--- config.mk ---
export PLATFORM = sky130hd
export DESIGN_NAME = bpf_sequencer
export DESIGN_NICKNAME = d
export VERILOG_FILES = /design/src/rtl/bpf_sequencer_pkg.sv /design/src/rtl/bpf_band_lut.sv /design/src/rtl/bpf_sequencer.sv
export SDC_FILE = /design/constraint.sdc
export NUM_CORES = 1
export LEC_CHECK = 0
export CAP_MARGIN = 20
export CORE_MARGIN = 2
export CORE_UTILIZATION = 35
export DETAILED_ROUTE_END_ITERATION = 10
export PLACE_DENSITY = 0.66
export SYNTH_ARGS = -nofsm -noshare
export SYNTH_HDL_FRONTEND = slang
export SYNTH_HIERARCHICAL = 1
export SYNTH_SLANG_ARGS = --single-unit
--- constraint.sdc ---
create_clock -name clk -period 2.9 [get_ports clk]
set_input_delay 0.435 -clock clk [delete_from_list [all_inputs] [get_ports clk]]
set_output_delay 0.435 -clock clk [all_outputs]
set_load 0.03 [all_outputs]
--- src/rtl/bpf_sequencer_pkg.sv ---
// Shared definitions for the BPF relay sequencer: relay codes, band
// thresholds (freq units of 65536 Hz) and the sequencer state encoding.
package bpf_sequencer_pkg;

    localparam int CNT_W = 16;

    localparam logic [2:0] BPF_0_2M5    = 3'd6;
    localparam logic [2:0] BPF_2M5_6M   = 3'd2;
    localparam logic [2:0] BPF_6M_12M5  = 3'd0;
    localparam logic [2:0] BPF_12M5_20M = 3'd3;
    localparam logic [2:0] BPF_20_30M   = 3'd1;
    localparam logic [2:0] BPF_OFF      = 3'd7;

    // Inclusive upper limit of each band
    localparam logic [15:0] BAND_TH_2M5  = 16'd38;
    localparam logic [15:0] BAND_TH_6M   = 16'd91;
    localparam logic [15:0] BAND_TH_12M5 = 16'd191;
    localparam logic [15:0] BAND_TH_20M  = 16'd305;

    typedef enum logic [2:0] {
        ST_START,
        ST_IDLE,
        ST_MUTE,
        ST_BREAK,
        ST_SET,
        ST_SETTLE
    } state_t;

endpackage

--- src/rtl/bpf_band_lut.sv ---
// Combinational tuned-frequency to BPF relay code decode. Shared with the
// TX LPF path, so it stays unregistered.
module bpf_band_lut
    import bpf_sequencer_pkg::*;
(
    input  logic [15:0] freq,
    output logic [2:0]  code
);

    // Unsigned inclusive threshold search, lowest band first
    always_comb begin
        code = BPF_20_30M;
        if (freq <= BAND_TH_2M5)
            code = BPF_0_2M5;
        else if (freq <= BAND_TH_6M)
            code = BPF_2M5_6M;
        else if (freq <= BAND_TH_12M5)
            code = BPF_6M_12M5;
        else if (freq <= BAND_TH_20M)
            code = BPF_12M5_20M;
    end

endmodule

--- src/rtl/bpf_sequencer.sv ---
// Break-before-make BPF relay sequencer. Mutes receive audio, opens all
// relays, closes the new one and waits for contacts to settle. New bands
// are only started from IDLE with ptt low.
module bpf_sequencer
    import bpf_sequencer_pkg::*;
#(
    parameter int         MUTE_CYC   = 64,
    parameter int         BREAK_CYC  = 256,
    parameter int         SETTLE_CYC = 4096,
    parameter logic [2:0] OFF_CODE   = BPF_OFF
) (
    input  logic        clk,
    input  logic        reset,
    input  logic [15:0] freq,
    input  logic        ptt,
    output logic [2:0]  bpf,
    output logic        mute,
    output logic        busy
);

    localparam logic [CNT_W-1:0] MUTE_LOAD   = CNT_W'(MUTE_CYC - 1);
    localparam logic [CNT_W-1:0] BREAK_LOAD  = CNT_W'(BREAK_CYC - 1);
    localparam logic [CNT_W-1:0] SETTLE_LOAD = CNT_W'(SETTLE_CYC - 1);

    logic [2:0]       band_code;
    logic [2:0]       target;
    logic [2:0]       applied;
    logic [2:0]       bpf_next;
    logic             mute_next;
    logic [CNT_W-1:0] cnt;
    logic [CNT_W-1:0] cnt_load;
    state_t           state;
    state_t           state_next;

    bpf_band_lut u_lut (
        .freq (freq),
        .code (band_code)
    );

    // Register the decoded band every cycle
    always_ff @(posedge clk or posedge reset) begin
        if (reset)
            target <= OFF_CODE;
        else
            target <= band_code;
    end

    // State register plus dwell counter, reloaded whenever a state is entered
    always_ff @(posedge clk or posedge reset) begin
        if (reset) begin
            state <= ST_START;
            cnt   <= '0;
        end else begin
            state <= state_next;
            if (state_next != state)
                cnt <= cnt_load;
            else if (cnt != '0)
                cnt <= cnt - CNT_W'(1);
        end
    end

    // Registered relay, mute and busy outputs, plus the applied band
    always_ff @(posedge clk or posedge reset) begin
        if (reset) begin
            bpf     <= OFF_CODE;
            mute    <= 1'b1;
            busy    <= 1'b1;
            applied <= OFF_CODE;
        end else begin
            bpf  <= bpf_next;
            mute <= mute_next;
            busy <= (state_next != ST_IDLE);
            if (state_next == ST_SET)
                applied <= target;
        end
    end

    // Next-state decode and values the output registers take on entry
    always_comb begin
        state_next = state;
        cnt_load   = '0;
        bpf_next   = bpf;
        mute_next  = 1'b1;

        case (state)
            ST_START:  state_next = ST_BREAK;
            ST_IDLE:   if (target != applied && !ptt) state_next = ST_MUTE;
            ST_MUTE:   if (cnt == '0) state_next = ST_BREAK;
            ST_BREAK:  if (cnt == '0) state_next = ST_SET;
            ST_SET:    state_next = ST_SETTLE;
            ST_SETTLE: if (cnt == '0) state_next = (target != applied) ? ST_BREAK : ST_IDLE;
            default:   state_next = ST_START;
        endcase

        case (state_next)
            ST_MUTE:   cnt_load = MUTE_LOAD;
            ST_BREAK:  cnt_load = BREAK_LOAD;
            ST_SETTLE: cnt_load = SETTLE_LOAD;
            default:   cnt_load = '0;
        endcase

        if (state_next == ST_BREAK)
            bpf_next = OFF_CODE;
        else if (state_next == ST_SET)
            bpf_next = target;

        mute_next = (state_next != ST_IDLE);
    end

endmodule

### Yosys cells after proc, flatten, opt, wreduce, memory -nomap -nowiden

Index checks and enable logic that the tools add are counted.

* register bits: 29
* output and inout port bits: 5

* add/subtract/negate cells: 1
* magnitude comparators: 4
* eq/ne operators: 12
* multiplexer cells: 15
* reduce and logical (&&, ||, !) cells: 7

Operators by type and width (count)
* 12-bit one-hot mux with 3 select lines: 1
* 16-bit 2-to-1 mux: 2
* 3-bit 2-to-1 mux: 9
* 3-bit one-hot mux with 6 select lines: 1
* 16-bit by 6-bit less-or-equal comparator with 1-bit output (second input constant): 1
* 16-bit by 7-bit less-or-equal comparator with 1-bit output (second input constant): 1
* 16-bit by 8-bit less-or-equal comparator with 1-bit output (second input constant): 1
* 16-bit by 9-bit less-or-equal comparator with 1-bit output (second input constant): 1
* 16-bit logical NOT: 1
* 16-bit nonzero test: 1
* 16-bit by 1-bit subtractor with 16-bit output (second input constant): 1
* 3-bit by 2-bit equality test with 1-bit output (second input constant): 4
* 3-bit equality test (second input constant): 4
* 3-bit inequality test: 2
* 2-bit 2-to-1 mux: 2
* 2-bit nonzero test: 2
* 3-bit by 1-bit equality test with 1-bit output (second input constant): 1
* 3-bit logical NOT: 1
* 3-bit by 1-bit inequality test with 1-bit output (second input constant): 1
* 1-bit logical AND: 1
* 1-bit logical NOT: 1

### Longest topological paths before layout

Gate-level depths: netlist of the first run.

* depth in word-level cells: 7
* depth in mapped cells: 7

### Modules after synthesis

The synthesis of the first run kept the hierarchy.

Modules (own cells, without submodules)
* bpf_sequencer: instances 1, cells an instance 157, area each 1600.3 sq um, sequential area each 738.2 sq um
* bpf_band_lut: instances 1, cells an instance 15, area each 106.4 sq um, sequential area each 0.0 sq um

### Worst setup path after synthesis of the first run

Ideal clock, no wire load.

* kind: register to register
* start: register cnt[0]
* end: register cnt[14]
* library setup time: 0.078 ns
* arrival time: 2.175 ns
* setup slack: 0.647 ns
* stages on the path, launching flop included: 7
* buffers on the path: 0
* period minus slack after synthesis: 2.253 ns
* path through: dfrtp_1 inv_1 ha_1 or4b_4 or4_4 or4_1 a21oi_1

* cells in the longest elaborated chain, start to end: 5
* elaborated cells on any way between the ends: 11

Ends and longest elaborated chain
* start, declared: line bpf_sequencer.sv:30 `logic [CNT_W-1:0] cnt;`
* start signal, assigned: line bpf_sequencer.sv:56 `cnt <= cnt_load;`
* start signal, assigned: line bpf_sequencer.sv:58 `cnt <= cnt - CNT_W'(1);`
* branches (longest 5 deep; another with 16-bit by 1-bit subtractor with 16-bit output)

Parallel ways; which one is timed is not known. The select of a mux whose other input is x is not followed.
A chain may end at the register's enable or synchronous reset.

### Worst setup path in the final report of the first run

Ends and elaborated chain as after synthesis.

==> results of run 1 <==
## per-layer routing
metal	share of wire (%)	routed length, µm	up-vias	track usage, %
met4	2.4	90	0	7.879
met3	5.3	195	6	4.527
met1	46	1695	694	18.71
li1	-	-	715	-
met5	0	0	-	0
met2	46	1707	46	24.31
## worst paths after layout
check,slack (ns),endpoint,startpoint
max in group asynchronous,2.08,bpf[1],reset
setup reg to reg,0.49,cnt[14],cnt[0]
hold / removal,0.51,cnt[15],reset
hold reg to reg,0.54,bpf[1],bpf[1]
setup / recovery,0.49,cnt[14],cnt[0]
min in group clk,0.54,bpf[1],bpf[1]
## sequential cells by signal (all words and copies together) (netlist names)
register	cells
state	3
bpf	3
cnt	16
busy	1
applied	3
target	3
## cell usage after synthesis (3+ instances only)
library cell,number,area (µm²)
o31ai_1,6,45.04
or3_1,4,25.02
a31oi_1,3,18.77
or4_4,5,56.30
xnor2_1,10,87.58
xor2_1,3,26.28
a21oi_1,6,30.03
clkbuf_1,7,26.28
or4_1,3,22.52
mux2_2,4,45.04
inv_1,10,37.54
o21ai_0,9,45.04
dfstp_2,10,262.8
nor2_1,9,33.78
nand2_1,10,37.54
o221ai_1,6,52.55
nor4_1,5,31.28
dfrtp_1,19,475.5
o2111ai_1,3,26.28
nor3_1,7,35.03
## area by class of cell
type                       count  area (µm²)
clock buffer                   5       68.82
clock inverter                 3       46.29
fill                         442        2599
inverter                      10       37.54
multi-input combinational    125       897.1
sequential                    29       738.2
tap                           67       83.83
timing repair buffer          26       252.7
## logic make-up (layout without fill, tap and decap cells)
group	Yosys count	in the layout	share of synthesized area, %
AOI/OAI and AO/OA	50	50	21.63
xor gates and xnor gates	13	13	6.672
adders and majority gates	1	1	0.7330
buffers and inverters	18	44	4.180
DFF	29	29	43.26
muxes	5	5	3.226
and+or+nand+nor	56	56	20.31
## metrics by stage
step,hold slack [ns],area (µm²),utilization (%)
floorplan,0.5057,1707,-
global placement,0.5342,2009,42.54
detailed placement,0.5298,2009,42.54
CTS,0.5199,2125,44.98
global route,0.5433,2125,44.98
finish,0.5075,2125,44.98
## power groups by stage
stage / Clock, mW / Sequential (mW) / Combinational (mW)
after floorplan: 0 / 0.412 / 0.0124
after global placement: 0 / 0.412 / 0.0442
after detailed placement: 0 / 0.412 / 0.0443
after CTS: 0.436 / 0.405 / 0.0445
after global routing: 0.447 / 0.405 / 0.0481
final: 0.424 / 0.405 / 0.0435
## worst reg2reg max path, cell delays in order, from the launching register on
cell     delay, ns
dfrtp_1       0.38
inv_1         0.09
ha_1          0.22
or4b_4        0.51
or4_4         0.54
or4_1         0.41
a21oi_1       0.17
==> load_flow_metrics.sql, run 1 <==
INSERT INTO impl_metrics (metric_group, metric, value, unit) VALUES
('sta', 'min_period_over_period', '83.06', '%'),
('worst_setup_path', 'cpMaxStageDelayCell', 'or4_4', ''),
('worst_setup_path', 'crit_path_end_kind', 'flop', ''),
('global_routing', 'antenna_violations_before_repair', '0', ''),
('clock_network', 'ctsResizeCount', '0', ''),
('sta', 'finalClockSkew', '0.01053', 'ns'),
('placement', 'io_buffer_count', '23', ''),
('synthesis', 'synth_enable_flop_cells', '0', ''),
('worst_setup_path', 'critical_path.cell_chain', 'inv_1 -> ha_1 -> or4b_4 -> or4_4 -> or4_1 -> a21oi_1', ''),
('synthesis', 'ys_types', '47', ''),
('worst_setup_path', 'worst-path-max-fanout', '4', ''),
('global_routing', 'gr-usage-all-layers', '15.32', '%'),
('synthesis', 'synth-main-ff-cell', 'dfrtp_1', ''),
('layout', 'drive_above_1_share', '18.18', '%'),
('floorplan', 'core', '4723', 'µm²'),
('synthesis', 'synth_cells', '172', ''),
('layout', 'count_of_antenna_diodes_in_the_layout', '0', ''),
('worst_setup_path', 'path_buf_inv', '1', ''),
('worst_setup_path', 'worst-endpoint-arrival', '2.62', 'ns'),
('floorplan', 'placement_rows', '25', ''),
('sta', 'final_hold_viol_count', '0', ''),
('sta', 'tightestPinTransition', '0.7230', 'ns'),
('sta', 'fin_ws', '0.4912', 'ns'),
('routing', 'detailedRoute.firstPassIterationCount', '7', ''),
('routing', 'dr.first_iter.drc_count', '139', ''),
('clock_network', 'h_tree_depth', '2', ''),
('clock_network', 'cts_sinks', '29', ''),
('synthesis', 'synth-seq-cells', '29', ''),
('layout', 'final_cell_mix', '23 x clkdlybuf4s50_1, 19 x dfrtp_1', ''),
('power_and_ir_drop', 'post-layout-total-power', '0.8733', 'mW'),
('sta', 'fmax', '415.2', 'MHz'),
('power_and_ir_drop', 'combinationalPowerShare', '5.0', '%'),
('routing', 'route.vias.total', '1461', ''),
('power_and_ir_drop', 'leakagePower', '0.7838', 'nW'),
('sta', 'final.setup.tns', '0', 'ns'),
('power_and_ir_drop', 'p_sw', '0.1853', 'mW'),
('placement', 'gp_congestion', '0.8384', ''),
('power_and_ir_drop', 'p_int', '0.6879', 'mW'),
('sta', 'timing.slew.headroom', '51.35', '%'),
('floorplan', 'die-height', '73.83', 'µm'),
('worst_setup_path', 'crit_family', 'simple AND/OR/NAND/NOR gates', ''),
('worst_setup_path', 'worst-r2r-cell-count', '6', ''),
('global_routing', 'grt_pass1_wl', '6.354', 'mm'),
('layout', 'final_net_count', '217', ''),
('power_and_ir_drop', 'ir_worst_vdd', '0.2793', 'mV'),
('global_routing', 'largest_net_degree_at_the_start_of_global_routing', '30', ''),
('power_and_ir_drop', 'power.clock.fraction', '48.6', '%'),
('clock_network', 'cts.repair_timing.setup_buffer_count', '0', ''),
('placement', 'dpl.cell_count', '257', ''),
('power_and_ir_drop', 'sw_frac_of_total', '21.22', '%'),
('synthesis', 'async_flop_share', '100.0', '%'),
('worst_setup_path', 'path_depth', '6', ''),
('worst_hold_path', 'min-delay-path-class', 'in -> async', ''),
('floorplan', 'floorplan.initialDensity', '36.13', '%'),
('floorplan', 'dieArea', '5451', 'µm²'),
('run_status', 'status', 'finished, final reports clean', ''),
('clock_network', 'cts-buffers-inserted', '5', ''),
('floorplan', 'ioPinCount', '24', ''),
('power_and_ir_drop', 'power.share.sequential', '46.4', '%'),
('sta', 'report.final.setup_viol', '0', ''),
('routing', 'avgViaCountPerCell', '5.513', ''),
('synthesis', 'synthesis.nets', '192', ''),
('sta', 'rsz0062_at_grt', 'no', ''),
('worst_setup_path', 'data_required_time_at_the_worst_endpoint', '3.11', 'ns'),
('layout', 'layout.cells.most_common', 'clkdlybuf4s50_1', ''),
('clock_network', 'worstSkewPairLatency', '0.29', 'ns'),
('flow_run', 'timing.max_cap.violations', '0', ''),
('worst_setup_path', 'critPathKind', 'reg -> reg', ''),
('routing', 'wire_per_inst', '13.92', 'µm'),
('clock_network', 'ctsHoldBuffers', '0', ''),
('clock_network', 'cts_root_buffer', 'clkbuf_8', '');
Power figures use the tool's default switching activity.
==> run 2, diff against run 1 <==
Clock period 2.9 ns to 2.25 ns, I/O delays scaled along.
==> run 2 against run 1 <==
  * Largest power group is now registers
  * Utilization up 1.9 points
  * Sequential power up 29%
  * Power up 20%
  * Global-route usage down 0.82 points
  * Sequential share of layout area down 1.4 points
  * Setup slack worse by 0.42 ns
  * Combinational power up 29%
==> load_flow_metrics.sql, run 2 (synthesized netlist as in run 1, its figures left out) <==
INSERT INTO impl_metrics (metric_group, metric, value, unit) VALUES
('run_status', 'status', 'finished, final reports clean', ''),
('worst_setup_path', 'setup.worst_path.start_class', 'flop', ''),
('global_routing', 'gr-usage-all-layers', '14.50', '%'),
('floorplan', 'die-height', '73.83', 'µm'),
('global_routing', 'globalRouteOverflowTotal', '0', ''),
('sta', 'timing.slew.headroom', '66.92', '%'),
('layout', 'layout.filler_cells', '446', ''),
('clock_network', 'cts_tree', 'built', ''),
('clock_network', 'worstSkewPairLatency', '0.29', 'ns'),
('power_and_ir_drop', 'pwr_density_cell', '474.2', 'nW/µm²'),
('sta', 'final.setup.tns', '0', 'ns'),
('flow_run', 'timing.max_cap.violations', '0', ''),
('layout', 'area_growth', '29.84', '%'),
('routing', 'avgViaCountPerCell', '5.306', ''),
('worst_setup_path', 'cpMaxStageDelayCell', 'or4_4', ''),
('placement', 'gp_congestion', '0.8192', ''),
('layout', 'post-route-cell-area', '2216', 'µm²'),
('worst_setup_path', 'critical_path.cell_chain', 'or4_4 -> or4_4 -> or4_1 -> a21oi_1', ''),
('sta', 'min_period_over_period', '96.94', '%'),
('placement', 'io_buffer_count', '23', ''),
('clock_network', 'cts_max_path_buffers', '2', ''),
('sta', 'worst_hold_slack', '0.4146', 'ns'),
('worst_setup_path', 'r2r-end', 'cnt[15]', ''),
('placement', 'postPlaceCellArea', '2110', 'µm²'),
('floorplan', 'ioPinCount', '24', ''),
('routing', 'detailedRoute.firstPassIterationCount', '4', ''),
('layout', 'layout.cells.most_common', 'clkdlybuf4s50_1', ''),
('clock_network', 'cts.repair_timing.setup_buffer_count', '0', ''),
('floorplan', 'floorplan.initialDensity', '36.13', '%'),
('worst_setup_path', 'worst-path-max-fanout', '5', ''),
('sta', 'final_hold_viol_count', '0', ''),
('placement', 'dp_hpwl', '2.720', 'mm'),
('routing', 'route.vias.total', '1475', ''),
('worst_setup_path', 'cp_slowest_stage_delay', '0.56', 'ns'),
('worst_setup_path', 'rr_startpoint', 'cnt[6]', ''),
('worst_setup_path', 'worst-r2r-cell-count', '4', ''),
('layout', 'max_flop_register', 'cnt', ''),
('clock_network', 'cts_root_buffer', 'clkbuf_8', ''),
('floorplan', 'core', '4723', 'µm²'),
('power_and_ir_drop', 'post-layout-total-power', '1.051', 'mW'),
('worst_setup_path', 'crit_top_cell', 'or4_4', ''),
('layout', 'largest_register_ff_count', '16', ''),
('sta', 'fmax', '458.5', 'MHz'),
('worst_setup_path', 'rrSetupSlack', '0.07', 'ns'),
('global_routing', 'grt_pass1_wl', '6.072', 'mm'),
('routing', 'drc_errors', '0', ''),
('power_and_ir_drop', 'leakagePower', '0.8467', 'nW'),
('sta', 'tightestPinTransition', '0.4962', 'ns'),
('global_routing', 'largest_net_degree_at_the_start_of_global_routing', '30', ''),
('global_routing', 'via_count_of_the_first_global_routing_pass', '1402', ''),
('floorplan', 'dieArea', '5451', 'µm²'),
('power_and_ir_drop', 'ir_worst_vdd', '0.1945', 'mV'),
('routing', 'detail-route-antenna-nets', '0', ''),
('floorplan', 'die_x', '73.83', 'µm'),
('sta', 'period_needed', '2.181', 'ns'),
('sta', 'timing_max_transition_violations_final', '0', ''),
('worst_hold_path', 'min-delay-path-class', 'in -> async', ''),
('sta', 'rsz0062_at_grt', 'no', ''),
('sta', 'report.final.setup_viol', '0', ''),
('clock_network', 'cts_sinks', '29', ''),
('layout', 'final_util', '46.91', '%'),
('routing', 'postRouteWirelength', '3.628', 'mm'),
('worst_setup_path', 'path_buf_inv', '0', ''),
('worst_setup_path', 'crit_path_end_kind', 'flop', ''),
('worst_setup_path', 'data_required_time_at_the_worst_endpoint', '2.46', 'ns'),
('worst_setup_path', 'crit_family', 'simple AND/OR/NAND/NOR gates', ''),
('clock_network', 'h_tree_depth', '2', ''),
('clock_network', 'cts-buffers-inserted', '5', ''),
('worst_setup_path', 'critPathKind', 'reg -> reg', ''),
('floorplan', 'placement_rows', '25', ''),
('routing', 'dr.first_iter.drc_count', '101', ''),
('layout', 'count_of_antenna_diodes_in_the_layout', '0', ''),
('layout', 'final_net_count', '230', ''),
('routing', 'wire_per_inst', '13.05', 'µm'),
('clock_network', 'clk_transition_reported_paths', '0.07', 'ns'),
('worst_setup_path', 'worst-endpoint-arrival', '2.39', 'ns'),
('layout', 'final_cell_mix', '23 x clkdlybuf4s50_1, 19 x dfrtp_1, 16 x buf_4', ''),
('global_routing', 'antenna_violations_before_repair', '0', ''),
('sta', 'finalClockSkew', '0.01242', 'ns'),
('layout', 'drive_above_1_share', '24.17', '%');
run 2: worst max-delay path by stage:
stage,from,end,slack [ns],cells after the start
2_1_floorplan,cnt[0],cnt[14],0.002,6
3_3_place_gp,cnt[0],cnt[14],0.04,6
3_5_place_dp,cnt[0],cnt[14],0.006,6
4_1_cts,cnt[6],cnt[15],0.06,4
5_1_grt,cnt[6],cnt[15],0.006,4
6_report,cnt[6],cnt[15],0.07,4
run 2: repair_timing:
item,in CTS,in global routing
resized for setup,0,1
hold buffers,0,0
setup endpoints to repair,1,1
pin swaps,1,0
run 2: power by group:
part	internal [mW]	total [mW]	switching (mW)
clock network	0.276	0.472	0.196
logic	0.0334	0.0559	0.0225
registers	0.523	0.523	0.0000961
run 2: stage by stage:
stage               cells  worst slack (ns)
finish                278           0.06887
global route          278          0.006213
CTS                   278           0.06136
detailed placement    270          0.005549
global placement      270           0.04100
floorplan             172          0.002290
run 2: area by class of cell:
cell class,count,area [µm²],share of cell area (%)
multi-input cells,125,904.6,40.82
flip-flops and latches,29,738.2,33.31
repair buffers,39,350.3,15.81
clock buffers,7,96.34,4.348
well taps,67,83.83,3.783
inverters,10,37.54,1.694
clock inverters,1,5.005,0.2259
run 2: routing by layer:
metal	share of wire, %	GRT usage [%]	vias to the layer above
met3	4.1	3.978	7
met4	1.7	6.263	0
met2	49	23.51	40
li1	-	-	737
met1	45	17.97	691
met5	0	0	-
run 2: tightest hold or removal path, stage by stage:
cell and delay, ns:
clkdlybuf4s50_1 0.39, inv_1 0.05, buf_4 0.33
